`config.mk`:
```
export PLATFORM = sky130hd
export DESIGN_NAME = keccak_pad_stream
export DESIGN_NICKNAME = d
export VERILOG_FILES = /design/src/rtl/keccak_pad_stream.sv
export SDC_FILE = /design/constraint.sdc
export NUM_CORES = 2
export LEC_CHECK = 0
export BUFFER_PORTS_ARGS = -buffer_cell sky130_fd_sc_hd__clkbuf_2
export CAP_MARGIN = 10
export CORE_AREA = 2 2 439 441
export DETAILED_ROUTE_END_ITERATION = 8
export DIE_AREA = 0 0 441 443
export PLACE_DENSITY_LB_ADDON = 0.1
export REMOVE_ABC_BUFFERS = 1
export SLEW_MARGIN = 20
export SYNTH_ARGS = -nofsm -noshare
export SYNTH_HDL_FRONTEND = slang
export SYNTH_SLANG_ARGS = --single-unit
export TNS_END_PERCENT = 10
```
`constraint.sdc`:
```
create_clock -name clk -period 6.25 [get_ports clk]
set_input_delay 0.3125 -clock clk [delete_from_list [all_inputs] [get_ports clk]]
set_output_delay 0.3125 -clock clk [all_outputs]
set_load 0.01 [all_outputs]
```
`src/rtl/keccak_pad_stream.sv`:
```
// Byte-stream Keccak multi-rate padder: packs message bytes into rate-sized blocks,
// appends the domain-separation byte and the final 0x80 bit, and hands blocks to an absorber.
module keccak_pad_stream #(
    parameter int         RATE_BITS = 1088,
    parameter logic [7:0] DS_BYTE   = 8'h1F
) (
    input  logic                 clk,
    input  logic                 reset_n,
    input  logic                 pad_start,
    input  logic                 in_valid,
    input  logic                 in_keep,
    input  logic [7:0]           in_byte,
    input  logic                 in_last,
    output logic                 in_ready,
    output logic [RATE_BITS-1:0] block,
    output logic                 block_valid,
    output logic                 block_last,
    input  logic                 block_ready,
    output logic                 pad_done,
    output logic [2:0]           debug_pad_state,
    output logic [15:0]          debug_block_count
);

    localparam int R     = RATE_BITS / 8;
    localparam int PTR_W = $clog2(R + 1);

    localparam logic [PTR_W-1:0] PTR_FULL = PTR_W'(R);
    localparam logic [PTR_W-1:0] PTR_ONE  = PTR_W'(1);

    typedef enum logic [2:0] {
        S_IDLE  = 3'd0,
        S_FILL  = 3'd1,
        S_PAD   = 3'd2,
        S_EMIT  = 3'd3,
        S_EXTRA = 3'd4,
        S_DONE  = 3'd5
    } state_t;

    state_t                 state_q, state_d;
    logic [RATE_BITS-1:0]   blk_q, blk_d;
    logic [PTR_W-1:0]       ptr_q, ptr_d;
    logic [PTR_W-1:0]       ptr_inc;
    logic                   extra_q, extra_d;
    logic                   last_q, last_d;
    logic [15:0]            count_q, count_d;
    logic                   in_ready_q, in_ready_d;
    logic                   valid_q, valid_d;
    logic                   pad_done_q, pad_done_d;
    logic [R-1:0]           ptr_hot;

    // One-hot decode of the byte pointer keeps every buffer write at a constant index.
    generate
        for (genvar gi = 0; gi < R; gi++) begin : g_ptr_hot
            assign ptr_hot[gi] = (ptr_q == PTR_W'(gi));
        end
    endgenerate

    assign ptr_inc = ptr_q + PTR_ONE;

    always_comb begin
        state_d = state_q;
        blk_d   = blk_q;
        ptr_d   = ptr_q;
        extra_d = extra_q;
        last_d  = last_q;
        count_d = count_q;

        case (state_q)
            S_IDLE: begin
                if (pad_start) begin
                    blk_d   = '0;
                    ptr_d   = '0;
                    count_d = '0;
                    extra_d = 1'b0;
                    last_d  = 1'b0;
                    state_d = S_FILL;
                end
            end

            S_FILL: begin
                if (in_valid) begin
                    if (in_keep) begin
                        for (int i = 0; i < R; i++) begin
                            if (ptr_hot[i]) begin
                                blk_d[8*i +: 8] = in_byte;
                            end
                        end
                        ptr_d = ptr_inc;
                    end
                    if (in_last) begin
                        state_d = S_PAD;
                    end else if (in_keep && (ptr_inc == PTR_FULL)) begin
                        last_d  = 1'b0;
                        state_d = S_EMIT;
                    end
                end
            end

            S_PAD: begin
                if (ptr_q != PTR_FULL) begin
                    // Applied in sequence so a pointer at R-1 yields DS_BYTE ^ 0x80.
                    for (int i = 0; i < R; i++) begin
                        if (ptr_hot[i]) begin
                            blk_d[8*i +: 8] = blk_d[8*i +: 8] ^ DS_BYTE;
                        end
                    end
                    blk_d[RATE_BITS-1 -: 8] = blk_d[RATE_BITS-1 -: 8] ^ 8'h80;
                    last_d = 1'b1;
                end else begin
                    extra_d = 1'b1;
                    last_d  = 1'b0;
                end
                state_d = S_EMIT;
            end

            S_EMIT: begin
                if (block_ready) begin
                    if (count_q != 16'hFFFF) begin
                        count_d = count_q + 16'd1;
                    end
                    last_d = 1'b0;
                    if (last_q) begin
                        state_d = S_DONE;
                    end else if (extra_q) begin
                        state_d = S_EXTRA;
                    end else begin
                        blk_d   = '0;
                        ptr_d   = '0;
                        state_d = S_FILL;
                    end
                end
            end

            S_EXTRA: begin
                blk_d                   = '0;
                blk_d[7:0]              = DS_BYTE;
                blk_d[RATE_BITS-1 -: 8] = 8'h80;
                extra_d                 = 1'b0;
                last_d                  = 1'b1;
                state_d                 = S_EMIT;
            end

            S_DONE: begin
                state_d = S_IDLE;
            end

            default: begin
                state_d = S_IDLE;
            end
        endcase
    end

    // Handshake outputs are registered from the next state so they align with state_q.
    always_comb begin
        in_ready_d = (state_d == S_FILL);
        valid_d    = (state_d == S_EMIT);
        pad_done_d = (state_d == S_DONE);
    end

    always_ff @(posedge clk or negedge reset_n) begin
        if (!reset_n) begin
            state_q    <= S_IDLE;
            blk_q      <= '0;
            ptr_q      <= '0;
            extra_q    <= 1'b0;
            last_q     <= 1'b0;
            count_q    <= '0;
            in_ready_q <= 1'b0;
            valid_q    <= 1'b0;
            pad_done_q <= 1'b0;
        end else begin
            state_q    <= state_d;
            blk_q      <= blk_d;
            ptr_q      <= ptr_d;
            extra_q    <= extra_d;
            last_q     <= last_d;
            count_q    <= count_d;
            in_ready_q <= in_ready_d;
            valid_q    <= valid_d;
            pad_done_q <= pad_done_d;
        end
    end

    assign in_ready          = in_ready_q;
    assign block             = blk_q;
    assign block_valid       = valid_q;
    assign block_last        = last_q;
    assign pad_done          = pad_done_q;
    assign debug_pad_state   = state_q;
    assign debug_block_count = count_q;

endmodule
```
==> out/qor.csv <==
stage;metric;value;unit
floorplan;die area;195400;µm²
sta;final period utilization;63.23;%
drt;DRC Markers;0;
clocking;Clock Sinks;1120;
place;GPL Wtd Cong;0.7713;
setup_path;CP Capture Type;flip-flop;
drt;drt wl/cell;28.13;µm
setup_path;arrival time at the worst endpoint;4.62;ns
clocking;H-tree lvl count;4;
logic_synthesis;mapped cell area;48820;µm²
clocking;CTS tree;yes;
layout;# fillers;19500;
drt;Vias;37620;
power_and_ir_drop;Max VDD drop;0.0004214;V
hold_path;Hold Crit Class;in2async;
drt;Iteration-0 DRC Markers;2343;
logic_synthesis;asr flop ratio synth;100.0;%
floorplan;Ports;1126;
clocking;Num CTS Buffers;142;
sta;Final Hold Vio Count;0;
clocking;clk buf depth;3;
layout;share of layout cells above drive strength 1;43.26;%
logic_synthesis;Synth Flop Type;dfrtp_1;
setup_path;data required time of the worst path;6.91;ns
power_and_ir_drop;leak pwr;29.74;nW
sta;Fin Setup TNS;0;ns
setup_path;CP max stage cell;a31oi_4;
layout;synthesis-to-layout area growth;27.12;%
drt;DRT Wirelength;215900;µm
setup_path;crit-path cells;buf_4 > and3b_1 > nand2_1 > a31oi_4 > buf_12 > nor2_2 > mux2_1;
clocking;CTS clk-pin slew, worst paths;0.07;ns
sta;Max-slew headroom;12.62;%
power_and_ir_drop;pwr dens;579.0;nW/µm²
global_routing;first-pass GRT wire length;304000;µm
logic_synthesis;register bit total from synthesis;1120;
drt;DRT antenna net count;0;
setup_path;Crit path largest cell delay;0.72;ns
floorplan;Core Box Area;191200;µm²
setup_path;Critical R2R Launch;ptr_q[2];
clocking;setup bufs post-CTS;0;
floorplan;Starting Density;25.54;%
place;Port Buffers;1125;
setup_path;Crit Path Max Fanout;51;
run_status;status;completed;
sta;Max Freq;253.0;MHz
global_routing;gr ovfl total;0;
clocking;CTS Root Cell;clkbuf_16;
global_routing;GRT Overall Usage;21.52;%
logic_synthesis;Synth area leader;dfrtp_1;
sta;RSZ-0062 raised after global routing;no;
layout;commonest cells after routing, fill and taps aside;1124 x clkbuf_2, 1120 x dfrtp_1, 817 x o21ai_0, 659 x mux2_2, 372 x a22o_1;
layout;commonest non-fill, non-tap cell in the layout;clkbuf_2;
place;DP Wirelength;143500;µm
sta;minimum clock period after layout;3.952;ns
setup_path;Top Family by Delay on Critical Path;simple AND/OR/NAND/NOR gates;
logic_synthesis;number of enable flip-flop cells after synthesis;0;
global_routing;pin count of the biggest net entering global routing;216;
global_routing;vias in the first global route;37590;
floorplan;Die Ht;443;µm
logic_synthesis;Synth top area share;57.41;%
sta;worst slew pin tran;1.311;ns
clocking;worst skew pair latency;0.81;ns
sta;final setup fails;0;
setup_path;crit path from;ptr_q[2];
logic_synthesis;YS warnings;0;
setup_path;Buf+Inv Stages, Crit Path;2;
logic_synthesis;Mapped Cells;3989;
layout;Post-layout nets;5062;
logic_synthesis;syn avg cell area;12.24;µm²
logic_synthesis;Synth area leaders;dfrtp_1 57%, mux2_2 15%, o21ai_0 8.4%;
layout;# diodes;0;
drt;drt via density;4.901;
run;Max-Cap Viols;0;
setup_path;Crit Path Category;reg2reg;
sta;Worst Skew;0.04444;ns
logic_synthesis;post-synthesis sequential area ratio;57.41;%
floorplan;row cnt;161;
logic_synthesis;Yosys cell types;58;
sta;Max Slew Vio Count;0;
floorplan;die width;441;µm
power_and_ir_drop;total power;0.03593;W
setup_path;Critical Path Source Type;flip-flop;
drt;DR pass1 iterations;6;
global_routing;initial antenna violation count;1;
## flip-flops by register name, summed over array words and instances (netlist names)
register	count
debug_block_count	16
pad_done	1
block	1088
in_ready	1
extra_q	1
block_valid	1
debug_pad_state	3
block_last	1
ptr_q	8
## layout make-up
class                           count  area, µm²  share of cell area (%)
Multi-Input combinational cell   2560      19610                   31.60
Sequential cell                  1120      28030                   45.16
Inverter                           12      45.04                 0.07258
Timing Repair Buffer             1205       6591                   10.62
Tap cell                         2526       3161                   5.093
Clock inverter                     35      336.6                  0.5424
Clock buffer                      218       4285                   6.906
## worst paths after layout
path                                             end  cells past startpoint  slack (ns)
worst max-delay path                      block[588]                      7        2.30
worst min-delay path            debug_block_count[6]                      2        0.16
worst max register to register            block[588]                      7        2.30
worst min register to register             block[31]                      1        0.49
max in group asynchronous                 block[424]                      3        4.74
min in group clk                           block[31]                      1        0.49
## repair_timing
action,in CTS,in global routing
hold buffers,15,0
endpoints found under the hold margin,72,0
resized for setup,0,0
## worst reg2reg max path, stage by stage (launching register included)
cell and delay (ns):
dfrtp_1 0.67, buf_4 0.35, and3b_1 0.58, nand2_1 0.23, a31oi_4 0.72, buf_12 0.60, nor2_2 0.30, mux2_1 0.35
## cell families (layout without fill, tap and decap cells)
kind of cell               count (synthesis)  after routing  share of synthesized area (%)
AOI/OAI and AO/OA                       1400           1400                          17.88
xor gates and xnor gates                   8              8                         0.1435
adders and majority gates                  6              6                         0.1538
buffers and inverters                    309           1470                          2.714
DFF                                     1120           1120                          57.41
muxes                                    687            687                          15.85
and+or+nand+nor                          459            459                          5.844
## cell usage after synthesis, types with 7 or more instances
cell	instances
dfrtp_1	1120
o21ai_0	817
mux2_2	659
a22o_1	372
clkbuf_1	240
nor2_1	142
a21oi_1	136
nor2_4	100
nand2_1	85
buf_2	36
o2bb2ai_1	34
mux2_1	28
nor2_2	23
and2_1	20
nand3_1	14
nor3_1	14
and3_1	13
buf_6	13
inv_1	12
nor2b_1	8
o22ai_1	7
or3_1	7
xor2_1	7
## routing by layer
layer | wire length, µm | GRT usage (%)
met1 | 86630 | 25.86
met2 | 105300 | 35.89
met3 | 16170 | 6.814
met4 | 7791 | 7.741
met5 | 0 | 0
## power by group
group,switching (W),internal [W]
sequential,0.00136,0.00931
combinational,0.0102,0.00676
clock,0.00345,0.00482
## per-stage QoR
stage / instances / setup WS (ns) / hold WS, ns / instance area, µm² / utilization (%)
finish: 7676 / 2.298 / 0.1563 / 62060 / 32.46
floorplan: 3692 / -7.021 / 0.01691 / 47540 / -
global placement: 7408 / 2.286 / 0.4138 / 57280 / 29.96
detailed placement: 7408 / 2.264 / 0.4120 / 57280 / 29.96
global route: 7676 / 2.146 / 0.1555 / 62060 / 32.46
CTS: 7676 / 2.194 / 0.09665 / 62060 / 32.46
(Power assumes the default switching activity.)
